[src/rtl/rvfpm_issue_pkg.sv]
// rvfpm_issue_pkg: shared opcode constants, queue entry record and the
// FP-opcode classifier used by the rvfpm issue queue.
package rvfpm_issue_pkg;

    // RISC-V major opcodes that belong to the F extension
    localparam logic [6:0] OPC_LOAD_FP  = 7'b0000111;
    localparam logic [6:0] OPC_STORE_FP = 7'b0100111;
    localparam logic [6:0] OPC_FMADD    = 7'b1000011;
    localparam logic [6:0] OPC_FMSUB    = 7'b1000111;
    localparam logic [6:0] OPC_FNMSUB   = 7'b1001011;
    localparam logic [6:0] OPC_FNMADD   = 7'b1001111;
    localparam logic [6:0] OPC_OP_FP    = 7'b1010011;

    // Default field widths of one queued instruction
    localparam int IQ_ID_W = 4;
    localparam int IQ_XLEN = 32;
    localparam int IQ_FLEN = 32;

    typedef struct packed {
        logic [31:0]        instr;
        logic [IQ_ID_W-1:0] id;
        logic [IQ_XLEN-1:0] rs;
        logic [IQ_FLEN-1:0] mem;
    } iq_entry_t;

    function automatic logic is_fp_opcode(input logic [6:0] opc);
        logic fp;
        case (opc)
            OPC_LOAD_FP, OPC_STORE_FP, OPC_FMADD, OPC_FMSUB,
            OPC_FNMSUB, OPC_FNMADD, OPC_OP_FP: fp = 1'b1;
            default:                           fp = 1'b0;
        endcase
        return fp;
    endfunction

endpackage

[src/rtl/rvfpm_issue_queue_if.sv]
// rvfpm_issue_queue_if: core-side issue handshake plus FPU-side dispatch
// signals of the issue queue. slave = queue view, master = core/FPU view.
interface rvfpm_issue_queue_if #(
    parameter int DEPTH      = 4,
    parameter int X_ID_WIDTH = 4,
    parameter int XLEN       = 32,
    parameter int FLEN       = 32
);
    localparam int CW = $clog2(DEPTH + 1);

    logic                  flush;
    logic                  issue_valid;
    logic                  issue_ready;
    logic [31:0]           issue_instr;
    logic [X_ID_WIDTH-1:0] issue_id;
    logic [XLEN-1:0]       issue_rs;
    logic [FLEN-1:0]       issue_mem;
    logic                  issue_accept;
    logic                  fpu_ready;
    logic                  enable;
    logic [31:0]           instruction;
    logic [X_ID_WIDTH-1:0] id;
    logic [XLEN-1:0]       data_fromXReg;
    logic [FLEN-1:0]       data_fromMem;
    logic [CW-1:0]         count;

    modport slave (
        input  flush, issue_valid, issue_instr, issue_id, issue_rs, issue_mem, fpu_ready,
        output issue_ready, issue_accept, enable, instruction, id, data_fromXReg,
               data_fromMem, count
    );

    modport master (
        output flush, issue_valid, issue_instr, issue_id, issue_rs, issue_mem, fpu_ready,
        input  issue_ready, issue_accept, enable, instruction, id, data_fromXReg,
               data_fromMem, count
    );
endinterface

[src/rtl/rvfpm_issue_fifo.sv]
// rvfpm_issue_fifo: generic DEPTH x WIDTH FIFO with wrap-around pointers,
// occupancy counter and full/empty derived from the counter. clr empties
// the FIFO and wins over push/pop. Storage is not reset.
module rvfpm_issue_fifo #(
    parameter int DEPTH = 4,
    parameter int WIDTH = 8,
    localparam int AW   = $clog2(DEPTH),
    localparam int CW   = $clog2(DEPTH + 1)
) (
    input  logic             ck,
    input  logic             rst,
    input  logic             clr,
    input  logic             push,
    input  logic             pop,
    input  logic [WIDTH-1:0] wdata,
    output logic [WIDTH-1:0] rdata,
    output logic [CW-1:0]    count,
    output logic             full,
    output logic             empty
);
    logic [WIDTH-1:0] mem_q [DEPTH];
    logic [AW-1:0]    wr_ptr_q, wr_ptr_d;
    logic [AW-1:0]    rd_ptr_q, rd_ptr_d;
    logic [CW-1:0]    count_q, count_d;

    // Next pointers and occupancy; clear overrides everything
    always_comb begin
        wr_ptr_d = wr_ptr_q;
        rd_ptr_d = rd_ptr_q;
        count_d  = count_q;
        if (clr) begin
            wr_ptr_d = '0;
            rd_ptr_d = '0;
            count_d  = '0;
        end else begin
            if (push) wr_ptr_d = wr_ptr_q + 1'b1;
            if (pop)  rd_ptr_d = rd_ptr_q + 1'b1;
            case ({push, pop})
                2'b10:   count_d = count_q + 1'b1;
                2'b01:   count_d = count_q - 1'b1;
                default: count_d = count_q;
            endcase
        end
    end

    // Pointer/occupancy registers, asynchronously cleared
    always_ff @(posedge ck or posedge rst) begin
        if (rst) begin
            wr_ptr_q <= '0;
            rd_ptr_q <= '0;
            count_q  <= '0;
        end else begin
            wr_ptr_q <= wr_ptr_d;
            rd_ptr_q <= rd_ptr_d;
            count_q  <= count_d;
        end
    end

    // Entry storage write; a cleared cycle discards the push
    always_ff @(posedge ck) begin
        if (push && !clr) mem_q[wr_ptr_q] <= wdata;
    end

    assign rdata = mem_q[rd_ptr_q];
    assign count = count_q;
    assign full  = (count_q == CW'(DEPTH));
    assign empty = (count_q == '0);

endmodule

[src/rtl/rvfpm_issue_queue.sv]
// rvfpm_issue_queue: in-order issue buffer in front of the rvfpm FPU.
// Classifies incoming instructions as FP / non-FP, queues FP ones and
// dispatches the head whenever the FPU is ready.
// Optional macro RVFPM_ISSUE_BYPASS_EN: an FP instruction arriving at an
// empty queue while the FPU is ready goes straight to the FPU outputs in
// the same cycle without being written.
module rvfpm_issue_queue
    import rvfpm_issue_pkg::*;
#(
    parameter int DEPTH      = 4,
    parameter int X_ID_WIDTH = 4,
    parameter int XLEN       = 32,
    parameter int FLEN       = 32
) (
    input  logic                ck,
    input  logic                rst,
    rvfpm_issue_queue_if.slave  bus
);
    localparam int EW = 32 + X_ID_WIDTH + XLEN + FLEN;
    localparam int CW = $clog2(DEPTH + 1);

    logic          fp, hs, push, pop, byp;
    logic          full, empty;
    logic [EW-1:0] wdata, rdata;
    logic [CW-1:0] cnt;

    assign fp               = is_fp_opcode(bus.issue_instr[6:0]);
    assign bus.issue_accept = bus.issue_valid & fp;
    // Full is the registered state, so a same-cycle pop never frees a slot
    assign bus.issue_ready  = !full & !rst;
    assign hs               = bus.issue_valid & bus.issue_ready & bus.issue_accept & !bus.flush;
    assign pop              = !empty & bus.fpu_ready & !bus.flush;

`ifdef RVFPM_ISSUE_BYPASS_EN
    assign byp        = hs & empty & bus.fpu_ready;
    assign push       = hs & !byp;
    assign bus.enable = pop | byp;
`else
    assign byp        = 1'b0;
    assign push       = hs;
    assign bus.enable = pop;
`endif

    assign wdata     = {bus.issue_instr, bus.issue_id, bus.issue_rs, bus.issue_mem};
    assign bus.count = cnt;

    rvfpm_issue_fifo #(
        .DEPTH (DEPTH),
        .WIDTH (EW)
    ) u_fifo (
        .ck    (ck),
        .rst   (rst),
        .clr   (bus.flush),
        .push  (push),
        .pop   (pop),
        .wdata (wdata),
        .rdata (rdata),
        .count (cnt),
        .full  (full),
        .empty (empty)
    );

    // FPU-side fields: head entry, bypassed issue fields, or zero when idle
    always_comb begin
        bus.instruction   = '0;
        bus.id            = '0;
        bus.data_fromXReg = '0;
        bus.data_fromMem  = '0;
        if (!empty) begin
            {bus.instruction, bus.id, bus.data_fromXReg, bus.data_fromMem} = rdata;
        end else if (byp) begin
            {bus.instruction, bus.id, bus.data_fromXReg, bus.data_fromMem} = wdata;
        end
    end

endmodule

[src/flat_wrapper.sv]
// flat-port wrapper written by rule: the top's interface ports become plain ports
module rvfpm_issue_queue_flat import rvfpm_issue_pkg::*;
#(
    parameter int DEPTH      = 4,
    parameter int X_ID_WIDTH = 4,
    parameter int XLEN       = 32,
    parameter int FLEN       = 32
)
  (ck, rst, bus_flush, bus_issue_valid, bus_issue_instr, bus_issue_id, bus_issue_rs, bus_issue_mem, bus_fpu_ready, bus_issue_ready, bus_issue_accept, bus_enable, bus_instruction, bus_id, bus_data_fromXReg, bus_data_fromMem, bus_count);
  rvfpm_issue_queue_if #(.DEPTH(DEPTH), .X_ID_WIDTH(X_ID_WIDTH), .XLEN(XLEN), .FLEN(FLEN)) bus_i ();
  input  logic ck;
  input  logic rst;
  input wire logic [$bits(bus_i.flush)-1:0] bus_flush;
  input wire logic [$bits(bus_i.issue_valid)-1:0] bus_issue_valid;
  input wire logic [$bits(bus_i.issue_instr)-1:0] bus_issue_instr;
  input wire logic [$bits(bus_i.issue_id)-1:0] bus_issue_id;
  input wire logic [$bits(bus_i.issue_rs)-1:0] bus_issue_rs;
  input wire logic [$bits(bus_i.issue_mem)-1:0] bus_issue_mem;
  input wire logic [$bits(bus_i.fpu_ready)-1:0] bus_fpu_ready;
  output wire logic [$bits(bus_i.issue_ready)-1:0] bus_issue_ready;
  output wire logic [$bits(bus_i.issue_accept)-1:0] bus_issue_accept;
  output wire logic [$bits(bus_i.enable)-1:0] bus_enable;
  output wire logic [$bits(bus_i.instruction)-1:0] bus_instruction;
  output wire logic [$bits(bus_i.id)-1:0] bus_id;
  output wire logic [$bits(bus_i.data_fromXReg)-1:0] bus_data_fromXReg;
  output wire logic [$bits(bus_i.data_fromMem)-1:0] bus_data_fromMem;
  output wire logic [$bits(bus_i.count)-1:0] bus_count;
  assign bus_i.flush = bus_flush;
  assign bus_i.issue_valid = bus_issue_valid;
  assign bus_i.issue_instr = bus_issue_instr;
  assign bus_i.issue_id = bus_issue_id;
  assign bus_i.issue_rs = bus_issue_rs;
  assign bus_i.issue_mem = bus_issue_mem;
  assign bus_i.fpu_ready = bus_fpu_ready;
  assign bus_issue_ready = bus_i.issue_ready;
  assign bus_issue_accept = bus_i.issue_accept;
  assign bus_enable = bus_i.enable;
  assign bus_instruction = bus_i.instruction;
  assign bus_id = bus_i.id;
  assign bus_data_fromXReg = bus_i.data_fromXReg;
  assign bus_data_fromMem = bus_i.data_fromMem;
  assign bus_count = bus_i.count;
  rvfpm_issue_queue #(.DEPTH(DEPTH), .X_ID_WIDTH(X_ID_WIDTH), .XLEN(XLEN), .FLEN(FLEN)) u_core (.ck(ck), .rst(rst), .bus(bus_i));
endmodule
[config.mk]
export PLATFORM = sky130hd
export DESIGN_NAME = rvfpm_issue_queue_flat
export DESIGN_NICKNAME = d
export VERILOG_FILES = /design/src/rtl/rvfpm_issue_pkg.sv /design/src/rtl/rvfpm_issue_queue_if.sv /design/src/rtl/rvfpm_issue_fifo.sv /design/src/rtl/rvfpm_issue_queue.sv /design/src/flat_wrapper.sv
export SDC_FILE = /design/constraint.sdc
export NUM_CORES = 1
export LEC_CHECK = 0
export BUFFER_PORTS_ARGS = -buffer_cell sky130_fd_sc_hd__buf_2
export CORE_MARGIN = 4
export CORE_UTILIZATION = 55
export CTS_CLUSTER_SIZE = 10
export DETAILED_ROUTE_END_ITERATION = 10
export PLACE_DENSITY = 0.77
export REMOVE_ABC_BUFFERS = 1
export SYNTH_ARGS = -nofsm -noshare
export SYNTH_HDL_FRONTEND = slang
export SYNTH_SLANG_ARGS = --single-unit
[constraint.sdc]
create_clock -name ck -period 6.75 [get_ports ck]
set_input_delay 1.35 -clock ck [delete_from_list [all_inputs] [get_ports ck]]
set_output_delay 1.35 -clock ck [all_outputs]
set_load 0.02 [all_outputs]
==> results.toml <==
[route]
vias = 7516
wirelength_mm = 29.6
drt-pass1-iter-count = 4
wl_per_cell_um = 22.2
ant_nets = 0
via_per_inst = 5.63
drc_errors = 0
dr.first_iter.drc_count = 478

[yosys]
synth-seq-area-share = 0.778
synthCells = 702
synth_top_cells_by_area = "edfxtp_1 (77%), mux4_2 (14%), nor2b_1 (4.1%)"
synth_area_per_cell_sq_um = 22.3
synth-seq-cells = 407
yosysTopAreaCell = "edfxtp_1"
synth_warnings = 0
synthesis.area_sq_um = 15700
synth.distinct_cells = 35
synth.top_cell.area_share = 0.767

[placed_design]
port-buffer-count = 210
dp.cells = 1267
hpwl_mm = 17.5
pre_cts_slack_ns = 2.38
place_congestion = 0.773

[sta]
worst_slack_ns = 2.28
drv_slew = 0
worst_pin_slew_ns = 1.07
fin_crit_ns = 4.47
fin_crit_sh = 0.662
rsz0062_at_grt = "false"
hold_viol_final = 0
whs_ns = 0.529
fin_skew_ns = 0.0126
finalSetupViolations = 0
fmax_mhz = 224
tns_ns = 0
relSlewSlack = 0.286

[grt]
grt_pass1_vias = 7924
grt_pass1_wl_mm = 46.3
antenna_found_initial = 6
grt_usage = 0.193
grt_max_degree = 101
gr-total-overflow = 0

[final_layout]
area_delta_synth_final_pct = 17.7
regArea_sq_um = 12200
drive_gt1_frac = 0.401
num-fill-cells = 1885
final_common_cell = "edfxtp_1"
stdcell_count = 1335
nets = 1047
multiInputGateArea_sq_um = 3300
layout_common_cells = "edfxtp_1 (400), buf_2 (210), nor2b_1 (102), mux4_2 (100), clkbuf_16 (47)"

[setup_path]
required_ns = 5.40
crit_path_start_kind = "register"
crit_fanout = 44
ff2ff_path_depth = 5
worstSetupEndpointType = "output pin"
critical_path_arrival_ns = 3.12
crit_type = "reg -> out"

[floorplan]
io_pins = 211
die_width_um = 177
initial_utilization = 0.561
core_area_sq_um = 27900
die_area_sq_um = 31300
die_y_um = 177
num_rows = 61

[outcome]
status = "completed"

[clock_tree]
numClockSinks = 407
ctsHoldBuffers = 0
htree_levels = 2
clock_latency_ns = 0.52
post_cts_buffers = 0
cts_resized = 0
cts.path.max_buffers = 3
clk_pin_slew_worst_paths_ns = 0.05
cts_buffers = 46
cts_root_buf = "clkbuf_16"
cts_tree = "built"

[power_and_ir_drop]
p_per_area_nw_per_um2 = 349
irDropWorstVdd_uv = 224
power_mw = 6.43
leakagePower_nw = 6.20

[hold_path]
worstHoldPathCells = 1
worstHoldPathType = "reg -> reg"

[run]
drv_cap = 0
## cell usage after synthesis
| cell type | number |
|---|---|
| a21o_1 | 1 |
| a21oi_1 | 2 |
| a21oi_2 | 2 |
| a311o_1 | 1 |
| buf_1 | 6 |
| buf_2 | 8 |
| buf_4 | 8 |
| buf_6 | 1 |
| clkbuf_1 | 13 |
| dfrtp_1 | 7 |
| edfxtp_1 | 400 |
| fa_1 | 1 |
| ha_1 | 4 |
| inv_1 | 9 |
| mux4_2 | 100 |
| nand2_1 | 1 |
| nand2b_1 | 5 |
| nand3_1 | 2 |
| nand4b_1 | 1 |
| nor2_1 | 12 |
| nor2b_1 | 102 |
| nor3_1 | 2 |
| nor3_2 | 1 |
| nor3b_1 | 1 |
| o211a_4 | 1 |
| o211ai_1 | 1 |
| o21ai_0 | 1 |
| o21ai_1 | 1 |
| o21ai_2 | 1 |
| o311ai_0 | 1 |
| o32ai_4 | 1 |
| or3_1 | 1 |
| or3b_1 | 1 |
| xnor3_1 | 1 |
| xor2_1 | 2 |
## cells by family (layout without fill, tap and decap cells)
group	after synthesis	in the layout	share of synthesized area
muxes	100	100	0.144
other	0	1	0
adders and majority gates	5	5	0.00447
AOI/OAI and AO/OA	13	13	0.00799
and+or+nand+nor	129	129	0.0497
buffers and inverters	45	299	0.0138
DFF	407	407	0.778
xor gates and xnor gates	3	3	0.00256
## critical path: stages (launching register included)
cell	delay [ns]
dfrtp_4	1.01
buf_4	0.61
mux4_2	0.58
nor2b_1	0.17
buf_2	0.20
## layer usage
metal  GRT usage  routed length, um  up-vias  part of all wire
met5           0                 69        -            0.0023
met4      0.0471                593       10             0.020
met3      0.0451               2040       50             0.069
met2       0.307              14400      268              0.49
met1       0.278              12500     3873              0.42
li1            -                  -     3315                 -
## path summary, 6_finish.rpt
path	startpoint	slack, ns	to
worst max-delay path	u_core.u_fifo.rd_ptr_q[0]	2.28	bus_data_fromXReg[22]
worst min-delay path	u_core.u_fifo.wr_ptr_q[0]	0.53	u_core.u_fifo.wr_ptr_q[0]
worst max register to register	u_core.u_fifo.count[1]	3.57	u_core.u_fifo.mem_q[3][93]
worst min register to register	u_core.u_fifo.wr_ptr_q[0]	0.53	u_core.u_fifo.wr_ptr_q[0]
max in group asynchronous	rst	5.67	u_core.u_fifo.rd_ptr_q[0]
min in group asynchronous	rst	0.80	u_core.u_fifo.count[2]
## report_power, final
part	switching, mW	internal [mW]	total, mW
sequential	0.0957	2.79	2.89
clock	0.857	1.26	2.12
combinational	0.798	0.632	1.43
total	1.75	4.68	6.43
## area by class of cell
| class | instances | area share |
|---|---|---|
| Inverter | 9 | 0.00183 |
| Tap cell | 378 | 0.0256 |
| Timing Repair Buffer | 223 | 0.0643 |
| Antenna cell | 1 | 0.000136 |
| Sequential cell | 407 | 0.661 |
| Multi-Input combinational cell | 250 | 0.179 |
| Clock buffer | 66 | 0.0676 |
| Clock inverter | 1 | 0.000475 |
## sequential cells by signal, indices dropped and copies added, names as in the netlist
name,count
u_core.u_fifo.count,3
u_core.u_fifo.rd_ptr_q,2
u_core.u_fifo.mem_q,400
u_core.u_fifo.wr_ptr_q,2
## stage by stage
step            util  area, sq um
6_report       0.660        18400
4_1_cts        0.660        18400
3_5_place_dp   0.615        17200
3_3_place_gp   0.615        17200
5_1_grt        0.660        18400
2_1_floorplan      -        15500
Note: power is estimated with default switching activity, not from simulation.
